$ cat config.mk
export PLATFORM = sky130hd
export DESIGN_NAME = tl_fifo
export DESIGN_NICKNAME = d
export VERILOG_FILES = /design/src/rtl/tl_fifo_pkg.sv /design/src/rtl/tl_fifo_channel.sv /design/src/rtl/tl_fifo.sv
export SDC_FILE = /design/constraint.sdc
export NUM_CORES = 1
export LEC_CHECK = 0
export ABC_AREA = 0
export CAP_MARGIN = 20
export CORE_AREA = 2 2 389 391
export CTS_CLUSTER_SIZE = 40
export DETAILED_ROUTE_END_ITERATION = 6
export DIE_AREA = 0 0 391 393
export SETUP_SLACK_MARGIN = 0.05
export SLEW_MARGIN = 20
export SYNTH_ARGS = -nofsm -noshare
export SYNTH_HDL_FRONTEND = slang
export SYNTH_SLANG_ARGS = --single-unit
$ cat constraint.sdc
create_clock -name clk_i -period 10 [get_ports clk_i]
set_input_delay 1.5 -clock clk_i [delete_from_list [all_inputs] [get_ports clk_i]]
set_output_delay 1.5 -clock clk_i [all_outputs]
set_load 0.005 [all_outputs]
$ cat src/rtl/tl_fifo_pkg.sv
// tl_fifo_pkg: channel widths and occupancy-counter width helpers for tl_fifo
package tl_fifo_pkg;
  // A/B: opcode(3) param(3) size(4) source addr mask data corrupt(1)
  function automatic int tl_a_w(int sw, int aw, int dw);
    return 11 + sw + aw + dw / 8 + dw;
  endfunction
  function automatic int tl_b_w(int sw, int aw, int dw);
    return 11 + sw + aw + dw / 8 + dw;
  endfunction
  // C: opcode(3) param(3) size(4) source addr data corrupt(1)
  function automatic int tl_c_w(int sw, int aw, int dw);
    return 11 + sw + aw + dw;
  endfunction
  // D: opcode(3) param(2) size(4) source sink denied(1) data corrupt(1)
  function automatic int tl_d_w(int sw, int kw, int dw);
    return 11 + sw + kw + dw;
  endfunction
  // E: sink
  function automatic int tl_e_w(int kw);
    return kw;
  endfunction
  // Occupancy counter width; a wire channel still exposes a 1-bit count
  function automatic int tl_fifo_cnt_w(int depth);
    return depth == 0 ? 1 : $clog2(depth + 1);
  endfunction
endpackage

$ cat src/rtl/tl_fifo_channel.sv
// tl_fifo_channel: one TL channel buffer (wire, or circular FIFO with optional fall-through); TL_FIFO_WATERMARK_EN adds a high-water mark
module tl_fifo_channel
  import tl_fifo_pkg::*;
#(
  parameter int W = 8,
  parameter int DEPTH = 2,
  parameter int FALL_THROUGH = 0,
  localparam int CW = tl_fifo_cnt_w(DEPTH)
) (
  input  logic          clk_i,
  input  logic          rst_ni,
  input  logic          w_valid,
  output logic          w_ready,
  input  logic [W-1:0]  w_data,
  output logic          r_valid,
  input  logic          r_ready,
  output logic [W-1:0]  r_data,
  output logic [CW-1:0] count
`ifdef TL_FIFO_WATERMARK_EN
  ,
  input  logic          hwm_clear,
  output logic [CW-1:0] hwm
`endif
);
  if (DEPTH == 0) begin : g_wire
    assign r_valid = w_valid;
    assign w_ready = r_ready;
    assign r_data  = w_data;
    assign count   = '0;
`ifdef TL_FIFO_WATERMARK_EN
    assign hwm     = '0;
`endif
  end else begin : g_fifo
    localparam int PW = DEPTH > 1 ? $clog2(DEPTH) : 1;
    logic [W-1:0]  mem [DEPTH];
    logic [PW-1:0] rd_ptr, wr_ptr;
    logic [CW-1:0] cnt, cnt_nxt;
    logic empty, bypass, push, pop, wr_en, rd_en;
    assign empty   = cnt == '0;
    assign bypass  = (FALL_THROUGH != 0) && empty;
    assign w_ready = cnt != CW'(DEPTH);
    assign r_valid = !empty || (bypass && w_valid);
    assign r_data  = bypass ? w_data : mem[rd_ptr];
    assign push    = w_valid && w_ready;
    assign pop     = r_valid && r_ready;
    assign wr_en   = push && !(bypass && pop);
    assign rd_en   = pop && !empty;
    assign cnt_nxt = cnt + CW'(wr_en) - CW'(rd_en);
    assign count   = cnt;
    // Storage is deliberately left unreset; only pointers/count define contents
    always_ff @(posedge clk_i) begin
      if (wr_en) mem[wr_ptr] <= w_data;
    end
    // Pointers wrap at DEPTH-1 so non-power-of-two depths work
    always_ff @(posedge clk_i or negedge rst_ni) begin
      if (!rst_ni) begin
        rd_ptr <= '0;
        wr_ptr <= '0;
        cnt    <= '0;
      end else begin
        if (wr_en) wr_ptr <= wr_ptr == PW'(DEPTH - 1) ? '0 : wr_ptr + 1'b1;
        if (rd_en) rd_ptr <= rd_ptr == PW'(DEPTH - 1) ? '0 : rd_ptr + 1'b1;
        cnt <= cnt_nxt;
      end
    end
`ifdef TL_FIFO_WATERMARK_EN
    // Track peak occupancy; clear snaps to the current count
    always_ff @(posedge clk_i or negedge rst_ni) begin
      if (!rst_ni) hwm <= '0;
      else hwm <= hwm_clear ? cnt : (cnt_nxt > hwm ? cnt_nxt : hwm);
    end
`endif
  end
endmodule

$ cat src/rtl/tl_fifo.sv
// tl_fifo: five independent TL channel buffers (A/C/E host->device, B/D device->host); TL_FIFO_WATERMARK_EN adds per-channel high-water marks
module tl_fifo
  import tl_fifo_pkg::*;
#(
  parameter int SourceWidth = 1,
  parameter int SinkWidth = 1,
  parameter int AddrWidth = 56,
  parameter int DataWidth = 64,
  parameter int ReqDepth = 2,
  parameter int PrbDepth = 2,
  parameter int RelDepth = 2,
  parameter int GntDepth = 2,
  parameter int AckDepth = 2,
  parameter int ReqFallThrough = 0,
  parameter int PrbFallThrough = 0,
  parameter int RelFallThrough = 0,
  parameter int GntFallThrough = 0,
  parameter int AckFallThrough = 0,
  localparam int a_w = tl_a_w(SourceWidth, AddrWidth, DataWidth),
  localparam int b_w = tl_b_w(SourceWidth, AddrWidth, DataWidth),
  localparam int c_w = tl_c_w(SourceWidth, AddrWidth, DataWidth),
  localparam int d_w = tl_d_w(SourceWidth, SinkWidth, DataWidth),
  localparam int e_w = tl_e_w(SinkWidth),
  localparam int req_cw = tl_fifo_cnt_w(ReqDepth),
  localparam int prb_cw = tl_fifo_cnt_w(PrbDepth),
  localparam int rel_cw = tl_fifo_cnt_w(RelDepth),
  localparam int gnt_cw = tl_fifo_cnt_w(GntDepth),
  localparam int ack_cw = tl_fifo_cnt_w(AckDepth)
) (
  input  logic              clk_i,
  input  logic              rst_ni,
  input  logic              host_a_valid,
  input  logic [a_w-1:0]    host_a,
  output logic              host_a_ready,
  output logic              host_b_valid,
  output logic [b_w-1:0]    host_b,
  input  logic              host_b_ready,
  input  logic              host_c_valid,
  input  logic [c_w-1:0]    host_c,
  output logic              host_c_ready,
  output logic              host_d_valid,
  output logic [d_w-1:0]    host_d,
  input  logic              host_d_ready,
  input  logic              host_e_valid,
  input  logic [e_w-1:0]    host_e,
  output logic              host_e_ready,
  output logic              device_a_valid,
  output logic [a_w-1:0]    device_a,
  input  logic              device_a_ready,
  input  logic              device_b_valid,
  input  logic [b_w-1:0]    device_b,
  output logic              device_b_ready,
  output logic              device_c_valid,
  output logic [c_w-1:0]    device_c,
  input  logic              device_c_ready,
  input  logic              device_d_valid,
  input  logic [d_w-1:0]    device_d,
  output logic              device_d_ready,
  output logic              device_e_valid,
  output logic [e_w-1:0]    device_e,
  input  logic              device_e_ready,
  output logic [req_cw-1:0] req_count_o,
  output logic [prb_cw-1:0] prb_count_o,
  output logic [rel_cw-1:0] rel_count_o,
  output logic [gnt_cw-1:0] gnt_count_o,
  output logic [ack_cw-1:0] ack_count_o
`ifdef TL_FIFO_WATERMARK_EN
  ,
  input  logic              hwm_clear_i,
  output logic [req_cw-1:0] req_hwm_o,
  output logic [prb_cw-1:0] prb_hwm_o,
  output logic [rel_cw-1:0] rel_hwm_o,
  output logic [gnt_cw-1:0] gnt_hwm_o,
  output logic [ack_cw-1:0] ack_hwm_o
`endif
);
  tl_fifo_channel #(.W(a_w), .DEPTH(ReqDepth), .FALL_THROUGH(ReqFallThrough)) u_req (
    .clk_i, .rst_ni,
    .w_valid(host_a_valid), .w_ready(host_a_ready), .w_data(host_a),
    .r_valid(device_a_valid), .r_ready(device_a_ready), .r_data(device_a),
    .count(req_count_o)
`ifdef TL_FIFO_WATERMARK_EN
    , .hwm_clear(hwm_clear_i), .hwm(req_hwm_o)
`endif
  );
  tl_fifo_channel #(.W(b_w), .DEPTH(PrbDepth), .FALL_THROUGH(PrbFallThrough)) u_prb (
    .clk_i, .rst_ni,
    .w_valid(device_b_valid), .w_ready(device_b_ready), .w_data(device_b),
    .r_valid(host_b_valid), .r_ready(host_b_ready), .r_data(host_b),
    .count(prb_count_o)
`ifdef TL_FIFO_WATERMARK_EN
    , .hwm_clear(hwm_clear_i), .hwm(prb_hwm_o)
`endif
  );
  tl_fifo_channel #(.W(c_w), .DEPTH(RelDepth), .FALL_THROUGH(RelFallThrough)) u_rel (
    .clk_i, .rst_ni,
    .w_valid(host_c_valid), .w_ready(host_c_ready), .w_data(host_c),
    .r_valid(device_c_valid), .r_ready(device_c_ready), .r_data(device_c),
    .count(rel_count_o)
`ifdef TL_FIFO_WATERMARK_EN
    , .hwm_clear(hwm_clear_i), .hwm(rel_hwm_o)
`endif
  );
  tl_fifo_channel #(.W(d_w), .DEPTH(GntDepth), .FALL_THROUGH(GntFallThrough)) u_gnt (
    .clk_i, .rst_ni,
    .w_valid(device_d_valid), .w_ready(device_d_ready), .w_data(device_d),
    .r_valid(host_d_valid), .r_ready(host_d_ready), .r_data(host_d),
    .count(gnt_count_o)
`ifdef TL_FIFO_WATERMARK_EN
    , .hwm_clear(hwm_clear_i), .hwm(gnt_hwm_o)
`endif
  );
  tl_fifo_channel #(.W(e_w), .DEPTH(AckDepth), .FALL_THROUGH(AckFallThrough)) u_ack (
    .clk_i, .rst_ni,
    .w_valid(host_e_valid), .w_ready(host_e_ready), .w_data(host_e),
    .r_valid(device_e_valid), .r_ready(device_e_ready), .r_data(device_e),
    .count(ack_count_o)
`ifdef TL_FIFO_WATERMARK_EN
    , .hwm_clear(hwm_clear_i), .hwm(ack_hwm_o)
`endif
  );
endmodule

Yosys cells after proc, flatten, opt, wreduce, memory -nomap -nowiden
Memory sizes are Yosys's and may differ from the RTL's.
Index checks and enable logic that the tools add are counted.
{"block": "totals", "mem_count": 5, "output_inout_bits": 510, "wordCells": 90, "register_bits": 20, "ram_bits": 980}
{"name": "u_prb.g_fifo.mem", "depth": 2, "width": 140, "read_ports": 1, "rd_clocked_by_memory_dff": 0, "write_ports": 1, "line": "tl_fifo_channel.sv:35", "rtl": "logic [W-1:0] mem [DEPTH];"}
{"name": "u_req.g_fifo.mem", "depth": 2, "width": 140, "read_ports": 1, "rd_clocked_by_memory_dff": 0, "write_ports": 1, "line": "tl_fifo_channel.sv:35"}
{"name": "u_rel.g_fifo.mem", "depth": 2, "width": 132, "read_ports": 1, "rd_clocked_by_memory_dff": 0, "write_ports": 1, "line": "tl_fifo_channel.sv:35"}
{"name": "u_gnt.g_fifo.mem", "depth": 2, "width": 77, "read_ports": 1, "rd_clocked_by_memory_dff": 0, "write_ports": 1, "line": "tl_fifo_channel.sv:35"}
{"name": "u_ack.g_fifo.mem", "depth": 2, "width": 1, "read_ports": 1, "rd_clocked_by_memory_dff": 0, "write_ports": 1, "line": "tl_fifo_channel.sv:35"}
{"block": "op_classes", "n_eq_ne": 5, "addsub": 20, "reduce_logical": 25, "n_mux": 20}
{"cell": "$mux W1", "n": 20}
{"cell": "$logic_and A1 B1 Y1", "n": 15}
{"cell": "$add A1 B1 Y1 const B", "n": 10}
{"cell": "$add A2 B1 Y2", "n": 5}
{"cell": "$logic_not A2 Y1", "n": 5}
{"cell": "$ne A2 B2 Y1 const B", "n": 5}
{"cell": "$sub A2 B1 Y2", "n": 5}
{"cell": "$logic_not A1 Y1", "n": 5}

Depth between registers and ports, before layout
Gate-level depths: netlist of the first run.
{"block": "logic_depth", "word_depth": 5, "depth_mapped": 7, "depth_no_buf": 7}

Modules after synthesis
A second synthesis of the first run with hierarchy kept.
{"block": "hier_totals", "cells_unflattened": 1636, "hier_area_um2": 36922.9}
{"module": "tl_fifo_channel (u_req)", "area_each_um2": 10696.5, "instances": 1, "seq_area_each_um2": 8508.2, "cells_per_inst": 458}
{"module": "tl_fifo_channel (u_prb)", "area_each_um2": 10359.9, "instances": 1, "seq_area_each_um2": 8508.2, "cells_per_inst": 458}
{"module": "tl_fifo_channel (u_rel)", "area_each_um2": 9771.9, "instances": 1, "seq_area_each_um2": 8027.7, "cells_per_inst": 433}
{"module": "tl_fifo_channel (u_gnt)", "area_each_um2": 5789.3, "instances": 1, "seq_area_each_um2": 4724.5, "cells_per_inst": 262}
{"module": "tl_fifo_channel (u_ack)", "area_each_um2": 305.3, "instances": 1, "seq_area_each_um2": 160.2, "cells_per_inst": 25}

Worst setup path after synthesis of the first run
Ideal clock, no wire load.
{"block": "synth_timing", "path_type": "input port to flip-flop", "from": "input device_b_valid", "to": "memory u_prb.g_fifo.mem[0][0] (netlist name), enable pin", "slack_ps": 1956, "n_path_buf": 0, "cell_stages": 2, "arrival_ps": 7403, "path_cell_list": "nand2_1 > nor2_1"}
{"block": "synth_via", "elab_chain_cells": 3}
{"element": "from (decl)", "line": "tl_fifo.sv:50", "rtl": "input logic device_b_valid,"}
{"element": "$logic_and A1 B1 Y1", "line": "tl_fifo_channel.sv:44", "rtl": "assign push = w_valid && w_ready;"}
{"element": "$mux W1", "line": "tl_fifo_channel.sv:52", "rtl": "if (wr_en) mem[wr_ptr] <= w_data;"}
{"element": "$mux W1 (not written as such)", "line": "tl_fifo_channel.sv:52"}
{"element": "to (decl)", "line": "tl_fifo_channel.sv:35"}
No other way between the ends.

Worst setup path after layout of the first run
{"block": "layout_timing", "from": "register u_rel.g_fifo.rd_ptr", "to": "output device_c[97]"}
{"block": "layout_via", "elab_chain_cells": 1}
{"element": "from (decl)", "line": "tl_fifo_channel.sv:36", "rtl": "logic [PW-1:0] rd_ptr, wr_ptr;"}
{"element": "from (signal assigned)", "line": "tl_fifo_channel.sv:62", "rtl": "if (rd_en) rd_ptr <= rd_ptr == PW'(DEPTH - 1) ? '0 : rd_ptr + 1'b1;"}
{"element": "$mem_v2 Z2 W132"}
{"element": "to (decl)", "line": "tl_fifo.sv:54", "rtl": "output logic [c_w-1:0] device_c,"}
No other way between the ends.

==> impl_metrics.csv, run 1 <==
group,metric,value,unit
power_and_ir_drop,p_sw,0.00417,W
min_path,min_from,"u_ack.g_fifo.rd_ptr$_DFFE_PN0P_",
die,coreArea,0.149,mm2
run,max_cap_violations,0,
min_path,min_delay_worst_endpoint,"u_ack.g_fifo.rd_ptr$_DFFE_PN0P_",
power_and_ir_drop,p_leak,18.4,nW
clock_network,cts_sinks,1000,
timing,setup_violations,0,
timing,final.min_clock_period,5.43,ns
placed_design,dp.cells,4537,
worst_setup_path,crit_type,"reg -> out",
worst_setup_path,crit_path_start,"u_rel.g_fifo.rd_ptr$_DFFE_PN0P_",
clock_network,holdBufCountCts,0,
min_path,whs_path_depth,1,
worst_setup_path,r2r-start,"u_rel.count[1]$_DFF_PN0_",
drt,drt-vias-per-instance,4.07,
yosys,synth.distinct_cells,17,
yosys,synth_area_per_cell,23.1,um2
clock_network,root_buffer,"clkbuf_16",
yosys,synth_area,0.0374,mm2
placed_design,numPortBuffers,1011,
yosys,syn-instance-count,1621,
worst_setup_path,rr_endpoint,"u_rel.g_fifo.mem[0][44]$_DFFE_PP_",
clock_network,cts_made_buffers,108,
timing,timing.final.hold_violations,0,
timing,max_freq,0.184,GHz
clock_network,cts_tree,"yes",
die,die_w,391,um
die,rows,142,
timing,tns,0,ns
min_path,hold_class,"reg -> reg",
timing,slew_violations,0,
run_status,status,"completed",
placed_design,hpwlAfterDp,76400,um
worst_setup_path,crit_required,8.50,ns
drt,firstDrtPassIters,4,
drt,ant_nets,0,
power_and_ir_drop,ir_drop,239,uV
timing,clock_skew,0.0235,ns
die,die_y,393,um
timing,rsz0062_at_grt,"false",
power_and_ir_drop,p_comb_frac,0.343,
power_and_ir_drop,pwr-share-seq,0.402,
global_routing,overflow,0,
worst_setup_path,r2r_cells,5,
yosys,yosysSeqAreaShare,0.800,
yosys,ys_warn_count,0,
timing,max_slew.worst_pin.slew,1.07,ns
global_routing,grt_pass1_wl,142000,um
timing,relSlewSlack,0.284,
power_and_ir_drop,p_int,0.0110,W
clock_network,cts_setup_buffers,0,
layout,final_nets,3215,
global_routing,grt_pass1_vias,19891,
drt,wl,106000,um
drt,dr.first_iter.drc_count,1023,
placed_design,routabilityCongestion,0.858,
layout,layout_commonest_cell,"clkdlybuf4s50_1",
die,start_util,0.251,
clock_network,ctsResizeCount,0,
power_and_ir_drop,p_per_area,285,mW/mm2
yosys,syn-num-nets,2133,
layout,fill_cells,13995,
layout,drive_gt1_frac,0.241,
clock_network,clk_latency,0.72,ns
timing,finalCritPeriodShare,0.543,
power_and_ir_drop,power,0.0152,W
clock_network,clockBufferDepth,3,
drt,drcViolationCount,0,
drt,num_vias,19343,
worst_setup_path,end_kind,"output pin",
timing,hold_slack,0.481,ns
die,ios,1012,
power_and_ir_drop,switching_share,0.275,
drt,wl_per_cell,22.4,um
die,die_area,0.154,mm2
layout,layout.cells.non_filler,4751,
worst_setup_path,arrival,3.93,ns
worst_setup_path,critPathLaunchType,"flip-flop",
clock_network,clk_pin_slew,0.06,ns
layout,layout_common_cells,"clkdlybuf4s50_1, edfxtp_1, mux2_4",
layout,syn_to_final_growth,42.1,%
worst_setup_path,rrSetupSlack,6.63,ns
global_routing,grt_usage,0.130,
power_and_ir_drop,clkPwrFrac,0.254,
worst_setup_path,worst-path-max-fanout,64,
global_routing,grt_max_degree,141,
clock_network,cts_htree_levels,3,
global_routing,antenna_found_initial,31,
yosys,ys_ff_latch,1000,
[registers in the layout (all words and copies together) (netlist names), 154 cells and up]
register,flops
u_req.g_fifo.mem,280
u_rel.g_fifo.mem,264
u_prb.g_fifo.mem,280
u_gnt.g_fifo.mem,154
[critical path, stage by stage (launching register included)]
cell,delay [ns]
dfrtp_4,0.77
buf_4,0.59
buf_4,0.91
mux2_2,0.43
clkdlybuf4s50_1,0.44
[synth_stat cells (all sizes together)]
library cell | instances | area share
edfxtp | 980 | 0.79
mux2 | 490 | 0.17
buf | 56 | 0.014
dfrtp | 20 | 0.013
inv | 15 | 0.0015
xnor2 | 15 | 0.0035
ha | 10 | 0.0033
and2 | 5 | 0.00084
and3 | 5 | 0.00084
nand2 | 5 | 0.00050
nand2b | 5 | 0.00084
nor2 | 5 | 0.00050
or2 | 5 | 0.00084
xor2 | 5 | 0.0012
[worst max-delay path by stage]
stage                                        endpoint  slack (ns)  cells after the start
floorplan            u_prb.g_fifo.mem[0][0]$_DFFE_PP_        1.96                      2
global placement    u_rel.g_fifo.mem[0][44]$_DFFE_PP_        5.22                      5
detailed placement  u_rel.g_fifo.mem[0][44]$_DFFE_PP_        5.20                      5
CTS                                     device_c[119]        4.43                      4
global route                             device_c[97]        4.34                      4
finish                                   device_c[97]        4.57                      4
[cell type report]
class	instances	area (um2)	share of cell area
Antenna cell	14	35.0	0.000659
Clock buffer	148	2960	0.0556
Clock inverter	52	487	0.00915
Inverter	15	56.3	0.00106
Multi-Input combinational cell	550	6970	0.131
Sequential cell	1000	29900	0.563
Tap cell	1944	2430	0.0457
Timing Repair Buffer	1028	10300	0.194
[through the flow]
| step | area [um2] | worst slack (ns) | utilization |
|---|---|---|---|
| 2_1_floorplan | 37400 | 1.96 | - |
| 3_3_place_gp | 49700 | 5.22 | 0.333 |
| 3_5_place_dp | 49700 | 5.20 | 0.333 |
| 4_1_cts | 53100 | 4.43 | 0.356 |
| 5_1_grt | 53200 | 4.34 | 0.356 |
| 6_report | 53200 | 4.57 | 0.356 |
[cell families after synthesis]
family | share of synthesized area
flip-flops | 0.800
multiplexers | 0.173
buffers and inverters | 0.0150
AND/OR/NAND/NOR | 0.00435
XOR/XNOR | 0.00468
adder cells (fa/ha/maj) | 0.00334
[power by group through the flow]
stage	sequential [W]	clock [W]	combinational, W
2_1_floorplan	0.00615	0	0.00258
3_3_place_gp	0.00617	0	0.00529
3_5_place_dp	0.00620	0	0.00528
4_1_cts	0.00612	0.00399	0.00531
5_1_grt	0.00619	0.00415	0.00551
6_report	0.00611	0.00386	0.00521
[per-layer routing]
metal,GRT usage,vias up,part of all wire
li1,-,8638,-
met2,0.230,714,0.52
met4,0.0537,10,0.031
met1,0.139,9802,0.36
met5,0,-,0.00071
met3,0.0494,179,0.089
(Power assumes the default switching activity.)
==> run 2, diff against run 1 <==
Clock period 10 ns to 5.4 ns, I/O delays scaled along.
==> run 2 against run 1 <==
  * Utilization rose by 0.076 points
  * Hold slack got worse by 0.33 ns
  * Clock skew grew 0.020 ns
  * Cell area is 0.21% higher
==> impl_metrics.csv, run 2 (same netlist as run 1, synthesis figures left out) <==
group,metric,value,unit
worst_setup_path,arrival,3.10,ns
drt,num_vias,19224,
clock_network,cts_made_buffers,107,
layout,layout_commonest_cell,"clkdlybuf4s50_1",
die,die_y,393,um
clock_network,holdBufCountCts,0,
timing,relSlewSlack,0.279,
timing,slew_violations,0,
drt,dr.first_iter.drc_count,939,
timing,setup_violations,0,
layout,reg_top3,"u_prb.g_fifo.mem (280), u_req.g_fifo.mem (280), u_rel.g_fifo.mem (264)",
layout,drive_gt1_frac,0.242,
timing,finalCritPeriodShare,0.723,
worst_setup_path,critPathLaunchType,"flip-flop",
global_routing,grt_use_met1,0.137,
drt,ant_nets,0,
global_routing,grt_pass1_vias,19789,
global_routing,grtUsageMet3,0.0437,
die,die_w,391,um
global_routing,grt_pass1_wl,141000,um
die,ios,1012,
power_and_ir_drop,p_comb_frac,0.343,
global_routing,grt_max_degree,98,
clock_network,root_buffer,"clkbuf_16",
drt,wl_per_cell,21.9,um
timing,rsz0062_at_grt,"false",
timing,tns,0,ns
drt,firstDrtPassIters,5,
power_and_ir_drop,p_leak,18.4,nW
die,die_area,0.154,mm2
clock_network,clk_pin_slew,0.06,ns
timing,timing.final.hold_violations,0,
run,max_cap_violations,0,
power_and_ir_drop,pwr-share-seq,0.406,
worst_setup_path,worst-path-max-fanout,63,
placed_design,numPortBuffers,1011,
die,coreArea,0.149,mm2
timing,final.min_clock_period,3.91,ns
drt,drcViolationCount,0,
global_routing,met2_usage,0.228,
clock_network,cts_sinks,1000,
timing,max_slew.worst_pin.slew,1.08,ns
layout,final_nets,3222,
power_and_ir_drop,p_sw,0.00765,W
timing,clock_skew,0.0433,ns
clock_network,ctsResizeCount,0,
drt,drt-vias-per-instance,4.04,
global_routing,grt_usage,0.128,
global_routing,grt_busiest_layer,"met2",
global_routing,antenna_found_initial,36,
worst_setup_path,crit_required,4.59,ns
die,rows,142,
worst_setup_path,crit_type,"reg -> out",
min_path,hold_class,"in -> async",
clock_network,cts_htree_levels,3,
placed_design,hpwlAfterDp,75600,um
worst_setup_path,end_kind,"output pin",
power_and_ir_drop,p_int,0.0203,W
layout,syn_to_final_growth,42.4,%
clock_network,cts_setup_buffers,0,
clock_network,clk_latency,0.71,ns
run_status,status,"completed",
power_and_ir_drop,switching_share,0.274,
worst_setup_path,r2r_cells,3,
global_routing,overflow,0,
clock_network,clockBufferDepth,3,
layout,layout_common_cells,"clkdlybuf4s50_1, edfxtp_1, mux2_4",
placed_design,routabilityCongestion,0.835,
drt,wl,104000,um
power_and_ir_drop,p_per_area,525,mW/mm2
power_and_ir_drop,ir_drop,342,uV
clock_network,cts_tree,"yes",
power_and_ir_drop,clkPwrFrac,0.251,
timing,max_freq,0.256,GHz
die,start_util,0.251,
layout,post-route-util,0.357,
==> run 2: changes by cell type in the layout (fill, tap and decap cells not counted), sizes merged <==
cell / change
clkinvlp: -2
clkbuf: -12
bufinv: +1
buf: +8
clkinv: +7
diode: +3
==> run 2: worst paths after layout <==
check	startpoint	end	slack, ns
setup / recovery	u_req.g_fifo.rd_ptr$_DFFE_PN0P_	device_a[118]	1.49
hold / removal	rst_ni	u_gnt.g_fifo.wr_ptr$_DFFE_PN0N_	0.15
setup reg to reg	u_prb.count[1]$_DFF_PN0_	u_prb.g_fifo.mem[1][85]$_DFFE_PP_	2.91
hold reg to reg	u_ack.g_fifo.rd_ptr$_DFFE_PN0P_	u_ack.g_fifo.rd_ptr$_DFFE_PN0P_	0.48
max in group asynchronous	rst_ni	u_req.g_fifo.rd_ptr$_DFFE_PN0P_	4.63
min in group clk_i	u_ack.g_fifo.rd_ptr$_DFFE_PN0P_	u_ack.g_fifo.rd_ptr$_DFFE_PN0P_	0.48
==> run 2: area by class of cell <==
class	count	area [um2]
diodes	17	42.5
clock buffers	136	2810
clock inverters	58	557
fillers	14025	96000
inverters	15	56.3
multi-input cells	550	6970
flip-flops and latches	1000	29900
well taps	1944	2430
repair buffers	1036	10500
==> run 2: worst max-delay path, cell delays in order, from the launching register on <==
cell	delay (ns)
dfrtp_4	1.01
buf_12	0.43
mux2_4	0.34
clkdlybuf4s50_1	0.48
==> run 2: per-stage QoR <==
step                area [um2]  power (W)  std cells  hold slack, ns  worst slack (ns)
finish                   53300     0.0280       4756           0.148              1.49
global placement         49900     0.0212       4544           0.467              2.21
global route             53300     0.0292       4752           0.162              1.34
floorplan                37400     0.0161       1621           0.450             0.410
CTS                      53200     0.0284       4738           0.127              1.39
detailed placement       49900     0.0213       4544           0.471              2.18
==> run 2: power by group through the flow <==
stage	clock network, W	logic, W	registers [W]
after detailed placement	0	0.00965	0.0116
after CTS	0.00724	0.00972	0.0115
after global placement	0	0.00966	0.0116
after global routing	0.00754	0.0101	0.0115
after floorplan	0	0.00478	0.0113
final	0.00703	0.00958	0.0114
==> run 2: metal layers <==
metal | routed length [um] | share of wire
met5 | 44 | 0.00042
met4 | 2990 | 0.029
met3 | 8680 | 0.083
met2 | 55100 | 0.53
met1 | 37400 | 0.36
==> RTL change 1, RTL diff (flow settings as in run 2) <==
The option `TL_FIFO_WATERMARK_EN` is turned on by a define.
--- a/src/rtl/tl_fifo_channel.sv
+++ b/src/rtl/tl_fifo_channel.sv
@@ -1,3 +1,5 @@
 // tl_fifo_channel: one TL channel buffer (wire, or circular FIFO with optional fall-through); TL_FIFO_WATERMARK_EN adds a high-water mark
+`define TL_FIFO_WATERMARK_EN
+
 module tl_fifo_channel
   import tl_fifo_pkg::*;
Ports: changed (6 added); port bits go from 1012 to 1023. The function was not compared with the original's and may differ.
==> RTL change 1 against run 2 <==
  * Sequential power about the same
  * Largest power group unchanged
  * Cell area up 2.2%
  * Global-route usage up 0.62 points
  * Routed wire length up 4.6%
  * Setup slack worse by 120 ps
  * Clock power up 7.7%
  * Area after synthesis up 2.1%
  * Total power up 6.4%
  * Critical endpoint is now device_a[25]
  * Synthesized cell count up 5.1%
  * Sequential cell count up 10
  * Largest cell class unchanged
  * Maximum frequency down 2.9%
  * Sequential share of layout area down 0.77 points
  * Via count up 2.3%
==> RTL change 1: results (changes against run 2) <==
run status finished clean; number of library cell types mapped by synthesis 23 (+6); quantity of I/O buffers inserted on ports 1022 (+1.1%); routed vias/inst 4.05 (+0.18%); R2R Setup Slk 2390 ps (-520 ps); number of cell instances on the worst register-to-register path 12 (+9); post-cts sizing count 0 (unchanged); clock buffer count from CTS 112 (+4.7%); half-perimeter wire length after placement 78800 um (+4.3%); total routing resource utilization after global routing 0.134 (+0.00616); fillcell total 13950 (-0.53%); Post-Syn Area per Cell 22.4 sq um (-2.8%); net count reported at finish 3332 (+3.4%); share of flip-flops with an asynchronous set or reset after synthesis 0.0297 (+0.00970); top cells by area in the synthesized netlist sky130_fd_sc_hd__edfxtp_1 77%, sky130_fd_sc_hd__mux2_4 9.8%, sky130_fd_sc_hd__mux2_2 7.0%, sky130_fd_sc_hd__dfrtp_1 2.0%, sky130_fd_sc_hd__buf_6 0.94%; kind of cell adding the most delay to the critical path buffers and inverters; Routed wire per std cell 22.5 um (+2.4%); measured slew at the worst slew-check pin 947 ps (-131 ps); post-detailed-placement cell area 50800 sq um (+1.8%); end of the worst register-to-register path u_prb.hwm[1]; Clock Skews 54.9 ps (+11.6 ps); latest clock arrival within the worst-skew pair 720 ps; slowest cell delay on critical path 840 ps (-170 ps); r2r startpoint u_prb.count[1]; largest net degree at the start of global routing 92 (-6.1%); Sw Pwr 8.52 mW (+11%); gp weighted congestion 0.786 (-5.9%); Seq/Total Area, Yosys 0.790 (-0.00967); initial antenna violation count 37 (+2.8%); fraction of final layout cells sized beyond drive strength 1 0.246 (+0.00453); WP data arrival 3210 ps (+110 ps); Setup WS pre-CTS 1990 ps (-191 ps); count of placed standard cells including taps 4639 (+2.1%); number of enable-type register cells in the synthesized netlist 980 (unchanged); total chip power 29.8 mW (+6.4%); peak ir drop on the vdd network 0.000388 V (+13%); first-pass GRT wire length 147000 um (+4.6%); starting DRC count in detailed routing 899 (-4.3%); number of global-route vias before repair 20685 (+4.5%); hold slack final 183 ps (+34.7 ps); static leakage 19.0 nW (+3.2%)
[RTL change 1: cell count changes after synthesis, sizes merged, moves of 5 or more]
cell	before	now
dfrtp	20	30
nor2b	0	5
o21ai	0	5
nand2	5	20
ha	10	20
nand2b	5	0
or3	0	5
mux2i	0	10
a211o	0	5
a21oi	0	5
inv	15	25
nor3b	0	5
[RTL change 1: how the worst max path moves through the flow]
stage / startpoint / slack (ps) / to / cells after the start
finish: u_req.g_fifo.rd_ptr / 1380 / device_a[25] / 3
floorplan: device_b_valid / 410 / u_prb.g_fifo.mem[0][0] / 2
CTS: u_req.g_fifo.rd_ptr / 1270 / device_a[22] / 3
detailed placement: device_a_ready / 1990 / u_req.hwm[1] / 12
global route: u_req.g_fifo.rd_ptr / 1200 / device_a[22] / 3
global placement: host_b_ready / 2060 / u_prb.hwm[1] / 12
[RTL change 1: cell type report]
class / instances / area (sq um) / area share
repair buffers: 1050 / 10600 / 0.194
clock buffers: 128 / 2880 / 0.0529
well taps: 1944 / 2430 / 0.0447
clock inverters: 79 / 798 / 0.0147
diodes: 10 / 25.0 / 0.000459
flip-flops and latches: 1010 / 30200 / 0.554
inverters: 25 / 93.8 / 0.00172
multi-input cells: 610 / 7470 / 0.137
[RTL change 1: kinds of logic after synthesis]
family,count (synthesis),share of synthesized area
flip-flops,1010,0.790
multiplexers,500,0.172
buffers and inverters,83,0.0153
AND/OR/NAND/NOR,55,0.00754
XOR/XNOR,20,0.00459
adder cells (fa/ha/maj),20,0.00655
AO/OA/AOI/OAI,15,0.00410
[RTL change 1: metal layers]
metal,GRT usage,part of all wire,vias up
met2,0.228,0.50,712
met1,0.142,0.36,9758
li1,-,-,8972
met3,0.0615,0.10,198
met5,0,0.0015,-
met4,0.0604,0.038,24
==> RTL change 2, RTL diff (settings of run 2) <==
Made on the original files. Put a register stage on the output `prb_count_o`. The value now appears one clock later. The other outputs are not delayed to match.
--- a/src/rtl/tl_fifo.sv
+++ b/src/rtl/tl_fifo.sv
@@ -75,4 +75,6 @@
 `endif
 );
+
+  logic [prb_cw-1:0] prb_count_d;
   tl_fifo_channel #(.W(a_w), .DEPTH(ReqDepth), .FALL_THROUGH(ReqFallThrough)) u_req (
     .clk_i, .rst_ni,
@@ -88,5 +90,5 @@
     .w_valid(device_b_valid), .w_ready(device_b_ready), .w_data(device_b),
     .r_valid(host_b_valid), .r_ready(host_b_ready), .r_data(host_b),
-    .count(prb_count_o)
+    .count(prb_count_d)
 `ifdef TL_FIFO_WATERMARK_EN
     , .hwm_clear(hwm_clear_i), .hwm(prb_hwm_o)
@@ -120,4 +122,8 @@
 `endif
   );
+  always_ff @(posedge clk_i) begin
+      prb_count_o <= prb_count_d;
+  end
+
 endmodule
 
Formal check against the unedited RTL: not equivalent (Yosys sat finds a counterexample within 4 cycles, from zero or initial values and one cycle with rst_ni low).
==> RTL change 2 against run 2 <==
  * Sequential cell count grew 2
  * Routed wire length grew 4.9%
  * Register-to-register slack better by 80 ps
  * Setup slack improved by 52 ps
  * Utilization rose by 0.066 points
  * Cell area rose by 0.19%
  * Total power is 0.98% higher
  * Area after synthesis up 0.11%
  * Highest routed layer unchanged
==> RTL change 2: results (changes against run 2) <==
post-synthesis instance total 1623 (+0.12%); net count reported at finish 3226 (+0.12%); initial antenna violation count 32 (-11%); r2r startpoint u_prb.count[0]; fraction of final layout cells sized beyond drive strength 1 0.242 (+0.000576); peak ir drop on the vdd network 0.000391 V (+14%); gp weighted congestion 0.878 (+5.1%); Seq/Total Area, Yosys 0.800 (about the same); R2R Setup Slk 2990 ps (+80 ps); largest net degree at the start of global routing 75 (-23%); number of library cell types mapped by synthesis 18 (+1); number of cell instances on the worst register-to-register path 4 (+1); post-detailed-placement cell area 49900 sq um (+0.15%); Slew HR 0.357 (+0.0773); critical path fanouts, max 57 (-9.5%); share of flip-flops with an asynchronous set or reset after synthesis 0.0200 (-0.0000399); total routing resource utilization after global routing 0.135 (+0.00670); run status finished clean; DR vias 19360 (+0.71%); switching power share of the total 0.280 (+0.00607); Hold Path Class flip-flop to flip-flop; Routed wire per std cell 23.0 um (+4.7%); starting DRC count in detailed routing 898 (-4.4%); Setup WS pre-CTS 2200 ps (+16.6 ps); number of global-route vias before repair 20132 (+1.7%); Clock Skews 48.6 ps (+5.33 ps); count of placed standard cells including taps 4548 (+0.088%); clock buffer count from CTS 108 (+0.93%); first-pass GRT wire length 147000 um (+4.5%); number of iterations in the first detailed-routing pass 4 (-1); end of the worst register-to-register path u_prb.g_fifo.mem[0][48]
## RTL change 2: worst register-to-register path: stages (launching register included)
cell and delay, ps:
sky130_fd_sc_hd__dfrtp_1 380, sky130_fd_sc_hd__nand2b_1 250, sky130_fd_sc_hd__nand2_1 170, sky130_fd_sc_hd__nor2_4 450, sky130_fd_sc_hd__buf_4 710
## RTL change 2: power by group through the flow
stage	Clock (mW)	Sequential (mW)	Combinational (mW)
5_1_grt	7.62	11.6	10.3
4_1_cts	7.36	11.4	9.97
2_1_floorplan	0	11.3	4.78
3_3_place_gp	0	11.5	9.91
6_report	7.11	11.4	9.74
3_5_place_dp	0	11.6	9.90
## RTL change 2: kinds of logic after synthesis
group	share of synthesized area
XOR/XNOR	0.00468
adder cells (fa/ha/maj)	0.00334
buffers and inverters	0.0150
flip-flops	0.800
multiplexers	0.172
AND/OR/NAND/NOR	0.00434
## RTL change 2: how the worst max path moves through the flow
stage / from / to / slack, ps
finish: u_req.g_fifo.rd_ptr / device_a[51] / 1550
global route: u_req.g_fifo.rd_ptr / device_a[51] / 1370
CTS: u_req.g_fifo.rd_ptr / device_a[56] / 1410
detailed placement: device_b_valid / u_prb.g_fifo.mem[0][130] / 2200
global placement: device_b_valid / u_prb.g_fifo.mem[0][130] / 2200
floorplan: host_a_valid / u_req.g_fifo.mem[0][0] / 410
## RTL change 2: final cells by class
cell class | instances | area (sq um) | share of cell area
diodes | 14 | 35.0 | 0.000656
clock buffers | 145 | 2890 | 0.0542
clock inverters | 60 | 532 | 0.00996
inverters | 15 | 56.3 | 0.00105
multi-input cells | 550 | 6970 | 0.131
flip-flops and latches | 1002 | 30000 | 0.562
well taps | 1944 | 2430 | 0.0456
repair buffers | 1037 | 10500 | 0.196
## RTL change 2: metal layers
layer,vias up,track usage,wire [um],share of wire
li1,8661,-,-,-
met1,9769,0.147,39800,0.36
met2,728,0.235,56000,0.51
met3,184,0.0530,10300,0.094
met4,18,0.0505,3200,0.029
met5,-,0,112,0.0010
